<file path="src/rtl/hazard_ctrl.sv">
// Pipeline hazard controller: load-use, ID-branch operand, redirect and mul/div
// stalls for the 5-stage MIPS core, sequenced by a small FSM with a stall counter.
module hazard_ctrl #(
  parameter int unsigned MD_LAT = 4,
  parameter int unsigned CNT_W  = 3
) (
  input  logic             clk,
  input  logic             rst,
  input  logic [4:0]       ID_Rs,
  input  logic [4:0]       ID_Rt,
  input  logic             ID_UseRt,
  input  logic             ID_Branch,
  input  logic             ID_BranchTaken,
  input  logic             ID_Jump,
  input  logic             EX_MemRead,
  input  logic             EX_RegWrite,
  input  logic [4:0]       EX_WR_out,
  input  logic             M_MemRead,
  input  logic [4:0]       M_WR_out,
  input  logic             EX_MD_start,
  output logic             PC_Write,
  output logic             IF_ID_Write,
  output logic             IF_ID_Flush,
  output logic             ID_EX_Write,
  output logic             ID_EX_Flush,
  output logic             EX_M_Flush,
  output logic             MD_Busy,
  output logic [CNT_W-1:0] Stall_cnt
);

  localparam int unsigned       MdLoadInt = MD_LAT - 2;
  localparam logic [CNT_W-1:0] MdLoad    = MdLoadInt[CNT_W-1:0];
  localparam logic [CNT_W-1:0] CntOne    = CNT_W'(1);

  typedef enum logic [1:0] {StRun, StStall, StMdWait} state_e;

  state_e           state_q, state_d;
  logic [CNT_W-1:0] cnt_q, cnt_d;

  logic match_ex, match_m;
  logic need_two, need_one;

  assign match_ex = (EX_WR_out != 5'd0) &&
                    ((EX_WR_out == ID_Rs) || (ID_UseRt && (EX_WR_out == ID_Rt)));
  assign match_m  = (M_WR_out != 5'd0) &&
                    ((M_WR_out == ID_Rs) || (ID_UseRt && (M_WR_out == ID_Rt)));

  // A branch compared in ID needs a loaded operand two cycles early, an ALU result one.
  assign need_two = ID_Branch && EX_MemRead && match_ex;
  assign need_one = (EX_MemRead && match_ex) ||
                    (ID_Branch && EX_RegWrite && match_ex) ||
                    (ID_Branch && M_MemRead && match_m);

  always_ff @(posedge clk) begin
    if (!rst) begin
      state_q <= StRun;
      cnt_q   <= '0;
    end else begin
      state_q <= state_d;
      cnt_q   <= cnt_d;
    end
  end

  always_comb begin
    state_d     = state_q;
    cnt_d       = '0;
    PC_Write    = 1'b1;
    IF_ID_Write = 1'b1;
    IF_ID_Flush = 1'b0;
    ID_EX_Write = 1'b1;
    ID_EX_Flush = 1'b0;
    EX_M_Flush  = 1'b0;
    MD_Busy     = 1'b0;

    unique case (state_q)
      StRun: begin
        if (EX_MD_start) begin
          PC_Write    = 1'b0;
          IF_ID_Write = 1'b0;
          ID_EX_Write = 1'b0;
          EX_M_Flush  = 1'b1;
          if (MD_LAT > 2) begin
            state_d = StMdWait;
            cnt_d   = MdLoad;
          end
        end else if (need_two || need_one) begin
          PC_Write    = 1'b0;
          IF_ID_Write = 1'b0;
          ID_EX_Flush = 1'b1;
          if (need_two) begin
            state_d = StStall;
            cnt_d   = CntOne;
          end
        end else begin
          IF_ID_Flush = ID_Jump || (ID_Branch && ID_BranchTaken);
        end
      end
      StStall: begin
        PC_Write    = 1'b0;
        IF_ID_Write = 1'b0;
        ID_EX_Flush = 1'b1;
        cnt_d       = cnt_q - CntOne;
        if (cnt_q == CntOne) state_d = StRun;
      end
      StMdWait: begin
        PC_Write    = 1'b0;
        IF_ID_Write = 1'b0;
        ID_EX_Write = 1'b0;
        EX_M_Flush  = 1'b1;
        MD_Busy     = 1'b1;
        cnt_d       = cnt_q - CntOne;
        if (cnt_q == CntOne) state_d = StRun;
      end
      default: begin
        state_d = StRun;
      end
    endcase

    // Reset wins over any in-flight sequence: outputs show the idle RUN values.
    if (!rst) begin
      PC_Write    = 1'b1;
      IF_ID_Write = 1'b1;
      IF_ID_Flush = 1'b0;
      ID_EX_Write = 1'b1;
      ID_EX_Flush = 1'b0;
      EX_M_Flush  = 1'b0;
      MD_Busy     = 1'b0;
    end
  end

  assign Stall_cnt = rst ? cnt_q : '0;

endmodule

</file>
<file path="config.mk">
export PLATFORM = sky130hd
export DESIGN_NAME = hazard_ctrl
export DESIGN_NICKNAME = d
export VERILOG_FILES = /design/src/rtl/hazard_ctrl.sv
export SDC_FILE = /design/constraint.sdc
export NUM_CORES = 1
export LEC_CHECK = 0
export BUFFER_PORTS_ARGS = -buffer_cell sky130_fd_sc_hd__buf_2
export CORE_MARGIN = 4
export CORE_UTILIZATION = 40
export CTS_CLUSTER_DIAMETER = 50
export CTS_CLUSTER_SIZE = 30
export DETAILED_ROUTE_END_ITERATION = 16
export MAX_ROUTING_LAYER = met4
export PLACE_DENSITY = 0.72
export SLEW_MARGIN = 20
export SYNTH_ARGS = -nofsm -noshare
export SYNTH_HDL_FRONTEND = slang
export SYNTH_SLANG_ARGS = --single-unit
export TNS_END_PERCENT = 30
</file>
<file path="constraint.sdc">
create_clock -name clk -period 2.3 [get_ports clk]
set_input_delay 0.46 -clock clk [delete_from_list [all_inputs] [get_ports clk]]
set_output_delay 0.46 -clock clk [all_outputs]
set_load 0.01 [all_outputs]
</file>
==> reports/qor.yml <==
setup_path:
  crit_family: "compound AO/OA/AOI/OAI gates"
  critPathMostFrequentCell: "buf_2"
  crit_required_ps: 1840
  critical_path.slowest_cell: "nor4_1"
  arrival_ps: 1880
  critPathMaxStageDelay_ps: 300
  cp_max_fo: 3
  cp_cell_sequence: "buf_2 -> buf_4 -> xor2_1 -> nor4_1 -> a32oi_1 -> o32a_1 -> a21o_1 -> buf_2"
  path_buf_inv: 3
  worst-setup-path-type: "input port to primary output"
  cp-end-kind: "primary output"
  critPathLaunchType: "input port"
global_route:
  antenna_found_initial: 0
  grt_max_degree: 12
  grt_usage_pct: 16.43
  grt_first_pass_wirelength_mm: 3.070
  grt-ovfl-total: 0
  first_global_vias: 745
finish:
  layout-drive-gt1-share_pct: 39.26
  fin_nets: 172
  regArea_um2: 100.1
  multi_input_area_um2: 548.0
  stdcell_count: 151
  antennaDiodeCount: 0
  num-fill-cells: 151
  post-route-util_pct: 62.36
  area_growth_pct: 43.09
floorplanning:
  die_w_um: 49.21
  fp.dieArea_mm2: 0.002422
  die_h_um: 49.21
  initial_utilization_pct: 43.58
  ios: 40
  fp.coreArea_mm2: 0.001559
  rows: 14
power_and_ir_drop:
  power.density_mw_per_mm2: 379.4
  totalPowerFinal_w: 0.0003689
  leakage_nw: 0.4837
  peakVddDrop_mv: 0.2426
routing:
  drc: 0
  via_per_inst: 5.212
  finalWirelength_mm: 1.900
  num_vias: 787
  final_antenna_net_count: 0
  dr.pass1.iters: 4
  drtIter0Drc: 15
  wire_per_inst_um: 12.58
placed_design:
  io_buffers: 39
  pre_cts_slack_ps: -57.26
  dp_cells: 147
  gp_congestion: 0.8285
  hpwl_mm: 1.677
yosys:
  synth_top_area_share_pct: 23.20
  netlist_instances: 86
  synthDistinctLibCells: 30
  yosys.area.top_type: "xor2_1"
  yosysSeqAreaShare_pct: 14.73
  synth_seq_cells: 5
  syn_area_um2: 679.4
  synth_area_per_cell_um2: 7.900
  yosysWarnings: 0
  synth.area.top_cells: "xor2_1, dfxtp_1, ha_1"
  syn_nets: 122
clock_network:
  hold_buffers: 0
  htree_levels: 1
  cts-root-buf: "clkbuf_4"
  numCtsBuffers: 3
  worstSkewPairLatency_ps: 250
  cts_buffer_depth: 2
  tritoncts_num_sinks: 5
  path_clk_slew_ps: 50
  cts_setup_buffers: 0
  cts_tree: "yes"
timing:
  worstMarginPinSlew_ps: 291.3
  rsz0062_at_grt: "true"
  setup_ws_ps: -38.07
  fmax_mhz: 427.7
  slew_viol_final: 0
  fin_crit_sh_pct: 101.7
  clock_skew_ps: 8.458
  fin_crit_ps: 2338
  setup_viol: 2
  relSlewSlack_pct: 80.54
  timing.final.hold_violations: 0
status:
  run_status: "complete, but fails checks"
  violations: "negative setup slack"
flow_run:
  drv_cap: 0
hold_path:
  hold_class: "input port to flop"
[per-stage QoR]
stage	hold slack, ps	area, µm²	TNS (ps)
after floorplan	484.9	679.4	0
after global placement	505.9	943.4	-47.54
final	478.0	972.2	-74.32
after global routing	477.4	972.2	-249.9
after CTS	472.0	969.7	0
after detailed placement	527.4	943.4	-127.4
[kinds of logic after synthesis]
family,Yosys count,share of synthesized area [%]
AND/OR/NAND/NOR,27,24.12
XOR/XNOR,21,27.07
AO/OA/AOI/OAI,19,18.05
buffers and inverters,8,4.972
adder cells (fa/ha/maj),6,11.05
flip-flops,5,14.73
[state kept, by name (all words and copies together) (netlist names)]
| register | count |
|---|---|
| state_q | 2 |
| cnt_q | 3 |
[final cells by class]
| type | instances | share of cell area (%) |
|---|---|---|
| clock buffer | 4 | 2.703 |
| multi-input combinational | 73 | 56.37 |
| timing repair buffer | 47 | 26.25 |
| tap | 16 | 2.059 |
| inverter | 6 | 2.317 |
| sequential | 5 | 10.30 |
[path summary, 6_finish.rpt]
check             slack, ps  cells past startpoint        start     endpoint
hold / removal          480                      3  EX_MD_start   state_q[1]
setup / recovery        -40                      8     ID_Rt[3]  IF_ID_Write
hold reg to reg         540                      2   state_q[1]   state_q[1]
setup reg to reg        700                      6   state_q[0]     cnt_q[0]
[worst min-delay path, stage by stage]
cell and delay [ps]:
buf_2 120, nand2_1 50, a21oi_1 50
[cell usage after synthesis]
| library cell | count |
|---|---|
| o21ai_0 | 5 |
| nor3_1 | 2 |
| xor2_1 | 18 |
| o32a_1 | 1 |
| nand2b_1 | 1 |
| and2_1 | 5 |
| nor4_1 | 1 |
| or4_1 | 2 |
| ha_1 | 6 |
| a32oi_1 | 2 |
| dfxtp_1 | 5 |
| buf_4 | 1 |
| nor3b_2 | 1 |
| nor2_1 | 4 |
| nor3b_1 | 1 |
| a21o_1 | 1 |
| o211ai_1 | 1 |
| o21a_1 | 2 |
| a21oi_1 | 5 |
| o211a_1 | 1 |
| nand4b_1 | 1 |
| clkbuf_1 | 1 |
| xnor2_1 | 3 |
| or3_1 | 1 |
| nand2_1 | 4 |
| nor2b_1 | 2 |
| o21ai_1 | 1 |
| nand3_1 | 1 |
| nor4_2 | 1 |
| inv_1 | 6 |
[cell usage in the layout, fill, tap and decap left out, drive strengths merged, types with 3 or more instances in the layout]
cell     n
buf     47
xor2    18
inv      6
ha       6
o21ai    6
and2     5
a21oi    5
dfxtp    5
nand2    4
nor2     4
clkbuf   4
xnor2    3
[what timing repair did]
item                                    CTS  global route
endpoints found under the setup margin    3             4
pin swaps                                 2             1
cloned                                    0             0
hold endpoints to repair                  0             0
gates resized for setup                   0             1
[routing by layer]
layer	vias to the layer above	global-route usage [%]	routed length (µm)
met1	358	19.16	806
met3	2	3.976	135
met4	0	6.635	14
met2	31	26.79	944
li1	396	-	-
met5	-	-	0
[power by group]
group / total, W / internal (W) / switching (W)
clock: 0.000105 / 0.0000658 / 0.0000389
combinational: 0.000164 / 0.0000796 / 0.0000846
sequential: 0.000100 / 0.0000940 / 0.00000596
Power figures use the tool's default switching activity.
